--- src/rtl/dmem_lsu_ctrl_pkg.sv ---
// Shared definitions for the data-memory load/store sequencer:
// RISC-V funct3 codes, FSM state encoding and request-legality helpers.
package dmem_lsu_ctrl_pkg;

  localparam logic [2:0] F3_B  = 3'd0;
  localparam logic [2:0] F3_H  = 3'd1;
  localparam logic [2:0] F3_W  = 3'd2;
  localparam logic [2:0] F3_BU = 3'd4;
  localparam logic [2:0] F3_HU = 3'd5;

  typedef enum logic [2:0] {
    ST_IDLE,
    ST_ACCESS,
    ST_RMW_RD,
    ST_RMW_WR,
    ST_RESP
  } lsu_state_t;

  // Stores only exist as SB/SH/SW; loads additionally allow the unsigned variants.
  function automatic logic funct3_illegal(input logic we, input logic [2:0] f3);
    if (we) begin
      return (f3 > F3_W);
    end
    return (f3 == 3'd3) || (f3 == 3'd6) || (f3 == 3'd7);
  endfunction

  function automatic logic access_misaligned(input logic [2:0] f3, input logic [1:0] off);
    case (f3)
      F3_H, F3_HU: return off[0];
      F3_W:        return (off != 2'b00);
      default:     return 1'b0;
    endcase
  endfunction

endpackage

--- src/rtl/dmem_lsu_ctrl_if.sv ---
// Request/response handshake and word-wide memory bus of the load/store sequencer.
// The master side is the core plus memory; the slave side is the sequencer itself.
interface dmem_lsu_ctrl_if #(parameter int XLEN = 32);

  logic            req_valid;
  logic            req_ready;
  logic            req_we;
  logic [2:0]      req_funct3;
  logic [XLEN-1:0] req_addr;
  logic [XLEN-1:0] req_wdata;

  logic            resp_valid;
  logic [XLEN-1:0] resp_rdata;
  logic            resp_fault;

  logic [XLEN-1:0] mem_addr;
  logic [XLEN-1:0] mem_wr_data;
  logic            mem_read;
  logic            mem_write;
  logic [XLEN-1:0] mem_rd_data;

  modport master (
    output req_valid, req_we, req_funct3, req_addr, req_wdata, mem_rd_data,
    input  req_ready, resp_valid, resp_rdata, resp_fault,
           mem_addr, mem_wr_data, mem_read, mem_write
  );

  modport slave (
    input  req_valid, req_we, req_funct3, req_addr, req_wdata, mem_rd_data,
    output req_ready, resp_valid, resp_rdata, resp_fault,
           mem_addr, mem_wr_data, mem_read, mem_write
  );

endinterface

--- src/rtl/dmem_lane_align.sv ---
// Combinational lane logic: little-endian byte/half extraction with sign or zero
// extension for loads, and byte/half lane replacement for read-modify-write stores.
module dmem_lane_align
  import dmem_lsu_ctrl_pkg::*;
#(
  parameter int XLEN = 32
) (
  input  logic [2:0]      funct3,
  input  logic [1:0]      byte_off,
  input  logic [XLEN-1:0] rd_word,
  input  logic [15:0]     store_lo,
  output logic [XLEN-1:0] load_data,
  output logic [XLEN-1:0] merged_word
);

  logic [7:0]  sel_byte;
  logic [15:0] sel_half;

  assign sel_byte = rd_word[{byte_off, 3'b000} +: 8];
  assign sel_half = rd_word[{byte_off[1], 4'b0000} +: 16];

  always_comb begin
    load_data = rd_word;
    case (funct3)
      F3_B:    load_data = {{(XLEN-8){sel_byte[7]}}, sel_byte};
      F3_H:    load_data = {{(XLEN-16){sel_half[15]}}, sel_half};
      F3_BU:   load_data = {{(XLEN-8){1'b0}}, sel_byte};
      F3_HU:   load_data = {{(XLEN-16){1'b0}}, sel_half};
      default: load_data = rd_word;
    endcase
  end

  // Only the addressed lane is overwritten; the rest of the fetched word is kept.
  always_comb begin
    merged_word = rd_word;
    case (funct3)
      F3_B:    merged_word[{byte_off, 3'b000} +: 8] = store_lo[7:0];
      F3_H:    merged_word[{byte_off[1], 4'b0000} +: 16] = store_lo;
      default: merged_word = rd_word;
    endcase
  end

endmodule

--- src/rtl/dmem_lsu_ctrl.sv ---
// Load/store sequencer between the MEM stage and a word-wide data memory.
// One request in flight; sub-word stores are done as read-modify-write pairs.
module dmem_lsu_ctrl
  import dmem_lsu_ctrl_pkg::*;
#(
  parameter int XLEN  = 32,
  parameter int DEPTH = 64
) (
  input logic            clk,
  input logic            rst,
  dmem_lsu_ctrl_if.slave bus
);

  lsu_state_t      state;
  logic            we_q;
  logic [2:0]      f3_q;
  logic [1:0]      off_q;
  logic [15:0]     wdata_q;

  logic [XLEN-1:0] word_idx;
  logic            accept_fault;
  logic [XLEN-1:0] load_data;
  logic [XLEN-1:0] merged_word;

  assign word_idx     = {2'b00, bus.req_addr[XLEN-1:2]};
  assign accept_fault = funct3_illegal(bus.req_we, bus.req_funct3)
                     || access_misaligned(bus.req_funct3, bus.req_addr[1:0])
                     || (word_idx >= XLEN'(DEPTH));

  dmem_lane_align #(
    .XLEN(XLEN)
  ) u_lane_align (
    .funct3     (f3_q),
    .byte_off   (off_q),
    .rd_word    (bus.mem_rd_data),
    .store_lo   (wdata_q),
    .load_data  (load_data),
    .merged_word(merged_word)
  );

  // All bus outputs are registered and set on the transition into the state that owns them.
  always_ff @(posedge clk) begin
    if (rst) begin
      state           <= ST_IDLE;
      we_q            <= 1'b0;
      f3_q            <= 3'd0;
      off_q           <= 2'd0;
      wdata_q         <= 16'd0;
      bus.req_ready   <= 1'b1;
      bus.resp_valid  <= 1'b0;
      bus.resp_fault  <= 1'b0;
      bus.resp_rdata  <= '0;
      bus.mem_addr    <= '0;
      bus.mem_wr_data <= '0;
      bus.mem_read    <= 1'b0;
      bus.mem_write   <= 1'b0;
    end else begin
      case (state)
        ST_IDLE: begin
          if (bus.req_valid) begin
            we_q           <= bus.req_we;
            f3_q           <= bus.req_funct3;
            off_q          <= bus.req_addr[1:0];
            wdata_q        <= bus.req_wdata[15:0];
            bus.req_ready  <= 1'b0;
            bus.resp_rdata <= '0;
            bus.mem_addr   <= word_idx;
            if (accept_fault) begin
              state          <= ST_RESP;
              bus.resp_valid <= 1'b1;
              bus.resp_fault <= 1'b1;
            end else if (!bus.req_we) begin
              state        <= ST_ACCESS;
              bus.mem_read <= 1'b1;
            end else if (bus.req_funct3 == F3_W) begin
              state           <= ST_ACCESS;
              bus.mem_write   <= 1'b1;
              bus.mem_wr_data <= bus.req_wdata;
            end else begin
              state        <= ST_RMW_RD;
              bus.mem_read <= 1'b1;
            end
          end
        end

        ST_ACCESS: begin
          bus.mem_read   <= 1'b0;
          bus.mem_write  <= 1'b0;
          bus.resp_valid <= 1'b1;
          if (!we_q) begin
            bus.resp_rdata <= load_data;
          end
          state <= ST_RESP;
        end

        // The merge is taken straight from the word being read this cycle.
        ST_RMW_RD: begin
          bus.mem_read    <= 1'b0;
          bus.mem_write   <= 1'b1;
          bus.mem_wr_data <= merged_word;
          state           <= ST_RMW_WR;
        end

        ST_RMW_WR: begin
          bus.mem_write  <= 1'b0;
          bus.resp_valid <= 1'b1;
          state          <= ST_RESP;
        end

        ST_RESP: begin
          bus.resp_valid <= 1'b0;
          bus.resp_fault <= 1'b0;
          bus.resp_rdata <= '0;
          bus.req_ready  <= 1'b1;
          state          <= ST_IDLE;
        end

        default: begin
          bus.mem_read   <= 1'b0;
          bus.mem_write  <= 1'b0;
          bus.resp_valid <= 1'b0;
          bus.req_ready  <= 1'b1;
          state          <= ST_IDLE;
        end
      endcase
    end
  end

endmodule
--- src/flat_wrapper.sv ---
// flat-port wrapper written by rule: the top's interface ports become plain ports
module dmem_lsu_ctrl_flat import dmem_lsu_ctrl_pkg::*;
#(
  parameter int XLEN  = 32,
  parameter int DEPTH = 64
)
  (clk, rst, bus_req_valid, bus_req_we, bus_req_funct3, bus_req_addr, bus_req_wdata, bus_mem_rd_data, bus_req_ready, bus_resp_valid, bus_resp_rdata, bus_resp_fault, bus_mem_addr, bus_mem_wr_data, bus_mem_read, bus_mem_write);
  dmem_lsu_ctrl_if #(.XLEN(XLEN)) bus_i ();
  input logic clk;
  input logic rst;
  input wire logic [$bits(bus_i.req_valid)-1:0] bus_req_valid;
  input wire logic [$bits(bus_i.req_we)-1:0] bus_req_we;
  input wire logic [$bits(bus_i.req_funct3)-1:0] bus_req_funct3;
  input wire logic [$bits(bus_i.req_addr)-1:0] bus_req_addr;
  input wire logic [$bits(bus_i.req_wdata)-1:0] bus_req_wdata;
  input wire logic [$bits(bus_i.mem_rd_data)-1:0] bus_mem_rd_data;
  output wire logic [$bits(bus_i.req_ready)-1:0] bus_req_ready;
  output wire logic [$bits(bus_i.resp_valid)-1:0] bus_resp_valid;
  output wire logic [$bits(bus_i.resp_rdata)-1:0] bus_resp_rdata;
  output wire logic [$bits(bus_i.resp_fault)-1:0] bus_resp_fault;
  output wire logic [$bits(bus_i.mem_addr)-1:0] bus_mem_addr;
  output wire logic [$bits(bus_i.mem_wr_data)-1:0] bus_mem_wr_data;
  output wire logic [$bits(bus_i.mem_read)-1:0] bus_mem_read;
  output wire logic [$bits(bus_i.mem_write)-1:0] bus_mem_write;
  assign bus_i.req_valid = bus_req_valid;
  assign bus_i.req_we = bus_req_we;
  assign bus_i.req_funct3 = bus_req_funct3;
  assign bus_i.req_addr = bus_req_addr;
  assign bus_i.req_wdata = bus_req_wdata;
  assign bus_i.mem_rd_data = bus_mem_rd_data;
  assign bus_req_ready = bus_i.req_ready;
  assign bus_resp_valid = bus_i.resp_valid;
  assign bus_resp_rdata = bus_i.resp_rdata;
  assign bus_resp_fault = bus_i.resp_fault;
  assign bus_mem_addr = bus_i.mem_addr;
  assign bus_mem_wr_data = bus_i.mem_wr_data;
  assign bus_mem_read = bus_i.mem_read;
  assign bus_mem_write = bus_i.mem_write;
  dmem_lsu_ctrl #(.XLEN(XLEN), .DEPTH(DEPTH)) u_core (.clk(clk), .rst(rst), .bus(bus_i));
endmodule
--- config.mk ---
export PLATFORM = sky130hd
export DESIGN_NAME = dmem_lsu_ctrl_flat
export DESIGN_NICKNAME = d
export VERILOG_FILES = /design/src/rtl/dmem_lsu_ctrl_pkg.sv /design/src/rtl/dmem_lsu_ctrl_if.sv /design/src/rtl/dmem_lane_align.sv /design/src/rtl/dmem_lsu_ctrl.sv /design/src/flat_wrapper.sv
export SDC_FILE = /design/constraint.sdc
export NUM_CORES = 1
export LEC_CHECK = 0
export BUFFER_PORTS_ARGS = -buffer_cell sky130_fd_sc_hd__buf_4
export CORE_UTILIZATION = 45
export CTS_BUF_LIST = sky130_fd_sc_hd__clkbuf_8
export CTS_CLUSTER_SIZE = 40
export DETAILED_ROUTE_END_ITERATION = 16
export MAX_ROUTING_LAYER = met4
export PLACE_DENSITY = 0.76
export SYNTH_ARGS = -nofsm -noshare
export SYNTH_HDL_FRONTEND = slang
export SYNTH_SLANG_ARGS = --single-unit
--- constraint.sdc ---
create_clock -name clk -period 2.4 [get_ports clk]
set_input_delay 0.12 -clock clk [delete_from_list [all_inputs] [get_ports clk]]
set_output_delay 0.12 -clock clk [all_outputs]
set_load 0.02 [all_outputs]
==> flow_metrics.tcl, run 1 <==
set metrics [dict create \
    outcome "finished, final reports clean" \
    synthFlopType "dfxtp_1" \
    p_leak_uw 0.00393 \
    cts_root_buffer "clkbuf_8" \
    cp_slowest_cell "dlygate4sd3_1" \
    drcViolationCount 0 \
    drt-total-wl_um 21800 \
    clkTransAtPathRegs_ps 70 \
    start_util 0.467 \
    setup_tns_ps 0 \
    cts_inserted_buffers 17 \
    drtPass1Iterations 5 \
    post_cts_buffers 0 \
    crit_chain "buf_4, nor2_1, nand3_2, nand2_1, a21oi_1, dlygate4sd3_1" \
    final-instance-count-excl-fill 1183 \
    wl_per_cell_um 18.4 \
    fp.dieW_um 117 \
    grt_pass1_wl_um 32200 \
    yosysUniqueCellTypes 54 \
    area_growth_syn_to_layout_pct 49.8 \
    crit_path_max_fanout 23 \
    postSynthCellCount 732 \
    regArea_um2 2480 \
    syn_avg_cell_area_um2 8.12 \
    nFillCells 1016 \
    cp.arrival_ps 2570 \
    cts_num_sinks 124 \
    path_class "reg2reg" \
    maxCapViolCount 0 \
    fin_util 0.700 \
    drive_gt1_frac 0.284 \
    crit_path_end_kind "flip-flop" \
    dr_total_vias 6839 \
    die_height_um 117 \
    clockBufferDepth 2 \
    cts_tree "built" \
    hp-class "in2reg" \
    crit_path_start_kind "flip-flop" \
    rows 41 \
    antenna_found_initial 0 \
    htreeDepth 4 \
    grt_max_degree 65 \
    grt_pass1_vias 6357 \
    ioPinCount 204 \
    core_um2 12700 \
    finalInstanceArea_um2 8900 \
    setup_ws_ps 174 \
    placed_area_um2 7710 \
    irDropWorstVdd_uv 453 \
    drv_slew 0 \
    overflow 0 \
    period_share 0.928 \
    ys_seq_elements 124 \
    port_buffers 201 \
    ant_nets 0 \
    first_iter_violations 621 \
    worstSkewPairLatency_ps 460 \
    rsz0062_at_grt "no" \
    viasPerCell 5.78 \
    slew_headroom 0.603 \
    multi_input_area_um2 3150 \
    ys_seq_area_frac 0.418 \
    pre_cts_slack_ps 268 \
    synthesis.area_um2 5940 \
    dieArea_um2 13700 \
    timing.fmax_mhz 449 \
    hold_viol 0 \
    min_period_ps 2230 \
    max_stage_delay_ps 570 \
    finClkSkew_ps 7.44 \
    fin_nets 1106 \
    async_reset_ff_frac 0 \
    worstMarginPinSlew_ps 596 \
    hpwl_um 14400 \
    synth_edf_count 0 \
    place_inst 1074 \
    antenna_cells 0 \
    setup_viol 0 \
    yosysWarnings 0 \
    grt.total_usage 0.326 \
    required_ps 2740 \
    gp_congestion 0.945 \
    powerDensity_nw_per_um2 546 \
]
[routing by layer]
layer	track usage	share of wire
met3	0.0700	0.082
met2	0.536	0.48
met4	0.174	0.048
met5	-	0
met1	0.372	0.39
[where the power goes]
group          switching [uW]  internal [uW]  total [uW]
Sequential               50.7           2110        2160
Combinational             408            364         772
Clock                     825           1100        1930
Total                    1280           3580        4860
[critical path, delay by kind of cell (launching register included)]
family | cells | cell delay [ps]
buf+inv | 2 | 740
flops | 1 | 340
compound gates | 1 | 90
simple gates | 3 | 950
[sequential cells by signal, indices dropped and copies added, names as in the netlist]
signal and cells:
u_core.bus.mem_read 1, u_core.bus.resp_valid 1, u_core.wdata_q 16, u_core.off_q 2, u_core.bus.mem_wr_data 32, u_core.state 3, u_core.bus.req_ready 1, u_core.bus.mem_write 1
u_core.bus.resp_fault 1, u_core.bus.resp_rdata 32, u_core.we_q 1, u_core.f3_q 3, u_core.bus.mem_addr 30
[cells by family after synthesis]
kind of cell	share of synthesized area
buffers and inverters	0.0564
AOI/OAI and AO/OA	0.295
DFF	0.418
and+or+nand+nor	0.197
adders and majority gates	0.0105
muxes	0.0227
other	0.000631
[synthesized netlist by cell type, drive strengths merged (10+ instances only)]
cell type    n  share of area
mux2        10          0.019
a211oi      27          0.034
inv         15         0.0095
nor2        35          0.022
a21oi       78          0.068
a41o        24          0.040
o21ai       67          0.056
a221oi      33          0.049
nand2      155          0.098
clkbuf      42          0.027
nand3       12          0.010
dfxtp      124           0.42
buf         22          0.020
[final timing paths]
path                                       endpoint  cells past startpoint                                   start  slack, ps
max                  u_core.wdata_q[4]$_SDFFE_PP0P_                      6            u_core.state[1]$_SDFFE_PP0P_        170
min          u_core.bus.resp_rdata[29]$_SDFFE_PP0P_                      3                     bus_mem_rd_data[29]         40
max reg2reg          u_core.wdata_q[4]$_SDFFE_PP0P_                      6            u_core.state[1]$_SDFFE_PP0P_        170
min reg2reg  u_core.bus.resp_rdata[11]$_SDFFE_PP0P_                      1  u_core.bus.resp_rdata[11]$_SDFFE_PP0P_        460
[layout by cell type, fill, tap and decap left out, drive strengths merged, types with 2 or more instances in the layout]
master | Yosys | layout
buf | 22 | 233
nand2 | 155 | 155
dfxtp | 124 | 124
a21oi | 78 | 78
dlygate4sd3 | 0 | 77
o21ai | 67 | 67
nor2 | 35 | 35
a221oi | 33 | 33
a211oi | 27 | 27
a41o | 24 | 24
clkbuf | 42 | 24
inv | 15 | 17
nand3 | 12 | 12
mux2 | 10 | 10
a21o | 8 | 8
a221o | 8 | 8
nand2b | 7 | 7
or3 | 7 | 7
o2111ai | 7 | 7
nor4 | 7 | 7
ha | 5 | 5
nor2b | 4 | 4
and4 | 4 | 4
clkinv | 0 | 4
nor3b | 4 | 4
nor4b | 3 | 3
and2 | 2 | 2
nor3 | 2 | 2
conb | 1 | 2
bufinv | 0 | 2
nand4 | 2 | 2
[stage by stage]
step                      hold slack (ps)  power, uW
after floorplan                       256       2510
after global placement                377       2840
after detailed placement              386       2850
after CTS                            12.6       4860
after global routing                 53.6       5020
final                                35.8       4860
[layout make-up]
type | count | area share
Sequential cell | 124 | 0.279
Clock buffer | 24 | 0.0371
Timing Repair Buffer | 310 | 0.290
Inverter | 15 | 0.00633
Tap cell | 172 | 0.0242
Multi-Input combinational cell | 530 | 0.354
Clock inverter | 8 | 0.00984
[what timing repair did]
action	CTS	global route
hold buffers	77	0
resized for setup	0	0
endpoints found under the setup margin	0	0
endpoints found under the hold margin	78	0
(Power assumes the default switching activity.)
==> run 2: changes to the inputs <==
CORE_ASPECT_RATIO = 1.5   (was default)
PLACE_DENSITY = 0.73   (was 0.76)
RECOVER_POWER = 100   (was default)
SYNTH_HIERARCHICAL = 1   (was default)
==> flow_metrics.tcl, run 2 <==
set metrics [dict create \
    area_growth_syn_to_layout_pct 29.5 \
    cts_inserted_buffers 17 \
    drcViolationCount 0 \
    ys_top_cells_by_count "nand2_1, dfxtp_1, a21oi_1" \
    drv_slew 0 \
    timing.fmax_mhz 453 \
    yosys-top-cells-area "dfxtp_1, nand2_1, o41ai_2, a21oi_1, a211oi_1" \
    yosys.area.top_type "dfxtp_1" \
    wl_per_cell_um 20.6 \
    powerDensity_nw_per_um2 536 \
    p_leak_uw 0.00341 \
    ioPinCount 204 \
    rows 56 \
    core_um2 15800 \
    cts_tree "built" \
    synth.most_common_cell "nand2_1" \
    grt_pass1_wl_um 42300 \
    syn_avg_cell_area_um2 7.99 \
    fin_nets 1223 \
    path_class "reg2reg" \
    maxCapViolCount 0 \
    fp.dieW_um 106 \
    ys_seq_area_frac 0.341 \
    ff2ff_path_depth 6 \
    max_stage_delay_ps 770 \
    setup_ws_ps 194 \
    cp_slowest_cell "nor2b_1" \
    crit_chain "buf_4, nor2b_1, a22o_1, a221o_1, nand3_1, a21oi_1" \
    drive_gt1_frac 0.190 \
    cp_num_buf_inv 1 \
    async_reset_ff_frac 0 \
    viasPerCell 6.23 \
    hold_viol 0 \
    reg_top3 "u_core/bus.mem_wr_data (32), u_core/bus.resp_rdata (32), u_core/bus.mem_addr (30)" \
    start_util 0.462 \
    gp_congestion 1.00 \
    finClkSkew_ps 14.0 \
    dieArea_um2 16700 \
    worstSkewPairLatency_ps 450 \
    cp_top_family "simple AND/OR/NAND/NOR gates" \
    required_ps 2770 \
    period_share 0.919 \
    drtPass1Iterations 6 \
    ant_nets 0 \
    port_buffers 201 \
    slew_headroom 0.329 \
    irDropWorstVdd_uv 320 \
    cp_num_cells 6 \
    finalInstanceArea_um2 9430 \
    yosysWarnings 6 \
    rsz0062_at_grt "no" \
    first_iter_violations 597 \
    grt_max_degree 73 \
    worstMarginPinSlew_ps 1000 \
    cts_root_buffer "clkbuf_8" \
    hpwl_um 18400 \
    htreeDepth 4 \
    grt_pass1_vias 7763 \
    outcome "finished, final reports clean" \
    min_period_ps 2210 \
    synthesis.area_um2 7280 \
    cp.arrival_ps 2580 \
    die_height_um 158 \
    overflow 0 \
    setup_viol 0 \
    crit_path_end_kind "flip-flop" \
    hp-class "in2reg" \
    drt-total-wl_um 27400 \
    yosysUniqueCellTypes 64 \
    post_cts_buffers 0 \
    final_cell_mix "nand2_1, buf_4, dfxtp_1" \
    cts_num_sinks 124 \
    placed_area_um2 8890 \
    setup_tns_ps 0 \
    clockBufferDepth 2 \
    grt.total_usage 0.332 \
    antenna_found_initial 0 \
    layout_commonest_cell "nand2_1" \
    crit_path_max_fanout 15 \
    postSynthCellCount 912 \
    pre_cts_slack_ps 193 \
    netlist.area_leader.share 0.341 \
    synthFlopType "dfxtp_1" \
    ys_seq_elements 124 \
    clkTransAtPathRegs_ps 80 \
    antenna_cells 0 \
    synth_edf_count 0 \
    hold_depth 5 \
    crit_path_start_kind "flip-flop" \
    dr_total_vias 8296 \
]
==> run 2: changes by cell type after synthesis, sizes merged, moves of 16 or more <==
cell    delta
a21oi     +18
a221oi    -21
a22o      +23
a41o      -23
a41oi     +33
buf       +20
clkbuf    +19
nand2     +20
nand3     +21
nor4      +16
o21ai     -50
o41ai     +32
==> run 2: repair_timing <==
item / 4_1_cts / 5_1_grt
hold buffers: 53 / 0
endpoints found under the setup margin: 0 / 10
gates resized for setup: 0 / 2
hold endpoints to repair: 54 / 0
==> run 2: routing by layer <==
layer  vias to the layer above  GRT usage  wire [um]
li1                       3799          -          -
met2                       421      0.544      13200
met3                       102     0.0519       1950
met1                      3974      0.397      11000
met4                         0      0.161       1240
met5                         -          -          0
==> run 2: worst min-delay path: stages <==
cell	delay (ps)
buf_4	140
nand2_1	60
nand2_1	40
nand3_1	60
a21oi_1	60
==> run 2: power breakdown <==
group          total, uW  switching (uW)  internal (uW)
sequential          2170            56.5           2110
combinational        974             563            410
clock               1920             978            938
total               5060            1600           3460
==> run 2: kinds of logic after synthesis <==
logic type	count (synthesis)	share of synthesized area
muxes	9	0.0143
AOI/OAI and AO/OA	292	0.317
other	1	0.000515
and+or+nand+nor	356	0.239
buffers and inverters	125	0.0799
adders and majority gates	5	0.00859
DFF	124	0.341
==> run 2: layout make-up <==
type | instances | area, um2
Multi-Input combinational cell | 664 | 4270
Sequential cell | 124 | 2480
Tap cell | 203 | 254
Inverter | 22 | 82.6
Timing Repair Buffer | 286 | 1950
Clock buffer | 17 | 234
Clock inverter | 15 | 163
Fill cell | 1495 | 6330
==> run 2: final timing paths <==
kind                                                 end                               from  slack (ps)
hold reg to reg        u_core/bus.req_ready$_SDFFE_PP1P_  u_core/bus.req_ready$_SDFFE_PP1P_         460
setup reg to reg  u_core/bus.resp_rdata[15]$_SDFFE_PP0P_        u_core/f3_q[1]$_SDFFE_PP0P_         190
hold / removal    u_core/bus.resp_rdata[21]$_SDFFE_PP0P_                bus_mem_rd_data[21]          70
setup / recovery  u_core/bus.resp_rdata[15]$_SDFFE_PP0P_        u_core/f3_q[1]$_SDFFE_PP0P_         190
==> run 2: stage by stage <==
stage / util / total power (uW) / cells / hold slack, ps
global route: 0.598 / 5240 / 1331 / 74.5
global placement: 0.564 / 3120 / 1246 / 367
CTS: 0.623 / 5090 / 1331 / 43.9
floorplan: - / 2730 / 913 / 226
detailed placement: 0.564 / 3120 / 1246 / 380
finish: 0.598 / 5060 / 1331 / 68.3
==> run 3: changes to the inputs <==
BUFFER_PORTS_ARGS = default   (was -buffer_cell sky130_fd_sc_hd__buf_4)
DONT_BUFFER_PORTS = 1   (was default)
PLACE_DENSITY = default   (was 0.73)
==> flow_metrics.tcl, run 3 (same netlist as run 2, synthesis figures left out) <==
set metrics [dict create \
    area_growth_syn_to_layout_pct 16.8 \
    crit_path_max_fanout 29 \
    core_um2 15800 \
    drv_slew 0 \
    slew_headroom 0.379 \
    crit_path_end_kind "flip-flop" \
    total_power_uw 4760 \
    drtPass1Iterations 5 \
    clockBufferDepth 2 \
    start_util 0.462 \
    crit_path_start_kind "flip-flop" \
    grt_pass1_wl_um 40900 \
    drive_gt1_frac 0.117 \
    port_buffers 0 \
    cts_tree "built" \
    setup_viol 0 \
    outcome "finished, final reports clean" \
    gp_congestion 0.962 \
    ioPinCount 204 \
    clkTransAtPathRegs_ps 90 \
    grt_pass1_vias 7189 \
    cp.arrival_ps 2610 \
    period_share 0.928 \
    grt.total_usage 0.327 \
    antenna_found_initial 0 \
    final_cell_mix "nand2_1, dfxtp_1, a21oi_1" \
    dieArea_um2 16700 \
    worstSkewPairLatency_ps 440 \
    min_period_ps 2230 \
    hpwl_um 18500 \
    powerDensity_nw_per_um2 560 \
    reg_top3 "u_core/bus.mem_wr_data (32), u_core/bus.resp_rdata (32), u_core/bus.mem_addr (30)" \
    holdWs_ps 28.0 \
    setup_tns_ps 0 \
    fin_nets 1050 \
    antenna_cells 0 \
    rsz0062_at_grt "no" \
    cts_inserted_buffers 17 \
    finClkSkew_ps 14.8 \
    timing.fmax_mhz 449 \
    ant_nets 0 \
    dr_total_vias 7493 \
    layout_commonest_cell "nand2_1" \
    grt_max_degree 122 \
    path_class "reg2reg" \
    maxCapViolCount 0 \
    hp-class "in2reg" \
    required_ps 2790 \
    cts_root_buffer "clkbuf_8" \
    overflow 0 \
    die_height_um 158 \
    rows 56 \
    viasPerCell 6.48 \
    wl_per_cell_um 23.6 \
    drt-total-wl_um 27300 \
    nFillCells 1542 \
    htreeDepth 4 \
    p_leak_uw 0.00290 \
    cts_num_sinks 124 \
    irDropWorstVdd_uv 328 \
    hold_viol 0 \
    r2r_setup_slack_ps 170 \
    worstMarginPinSlew_ps 932 \
    first_iter_violations 674 \
    fp.dieW_um 106 \
    drcViolationCount 0 \
]
[run 3: timing repair]
action,CTS,global route
hold buffers,76,0
endpoints found under the hold margin,124,0
buffers inserted,0,0
setup endpoints to repair,0,1
resized for setup,0,1
[run 3: cell type report]
type	instances	area [um2]	area share
multi-input combinational	664	4270	0.502
sequential	124	2480	0.292
clock inverter	13	119	0.0140
tap	203	254	0.0299
clock buffer	18	248	0.0291
timing repair buffer	113	1050	0.123
inverter	22	82.6	0.00971
[run 3: through the flow]
stage / setup WS [ps] / instances / utilization / cell area [um2]
2_1_floorplan: 78.7 / 913 / - / 7290
3_3_place_gp: 330 / 1050 / 0.469 / 7400
3_5_place_dp: 281 / 1050 / 0.469 / 7400
4_1_cts: 178 / 1157 / 0.542 / 8540
5_1_grt: 52.3 / 1157 / 0.540 / 8510
6_report: 172 / 1157 / 0.540 / 8510
[run 3: critical path, cell delays in order (launching register included)]
cell and delay (ps):
dfxtp_1 350, nand2b_1 170, buf_4 200, nand2b_2 300
buf_4 350, nand2_1 90, a21oi_1 160, dlygate4sd3_1 570
[run 3: worst paths after layout]
path                                            end  depth (start not counted)                          from
max            u_core/bus.mem_addr[23]$_SDFFE_PP0P_                          7  u_core/state[2]$_SDFFE_PP0N_
min          u_core/bus.mem_wr_data[9]$_SDFFE_PP0P_                          4            bus_mem_rd_data[9]
max reg2reg    u_core/bus.mem_addr[23]$_SDFFE_PP0P_                          7  u_core/state[2]$_SDFFE_PP0N_
min reg2reg                u_core/we_q$_SDFFE_PP0P_                          2      u_core/we_q$_SDFFE_PP0P_
[run 3: per-layer routing]
metal	up-vias	wire length (um)	track usage
met5	-	0	-
met4	0	830	0.117
met3	63	2440	0.0708
met2	418	13500	0.556
met1	3551	10500	0.377
li1	3461	-	-
[run 3: report_power, final]
group | leakage, uW | internal (uW) | total [uW] | switching (uW)
logic | 0.00171 | 322 | 749 | 427
clock network | 0.000183 | 847 | 1790 | 948
registers | 0.00101 | 2110 | 2220 | 105
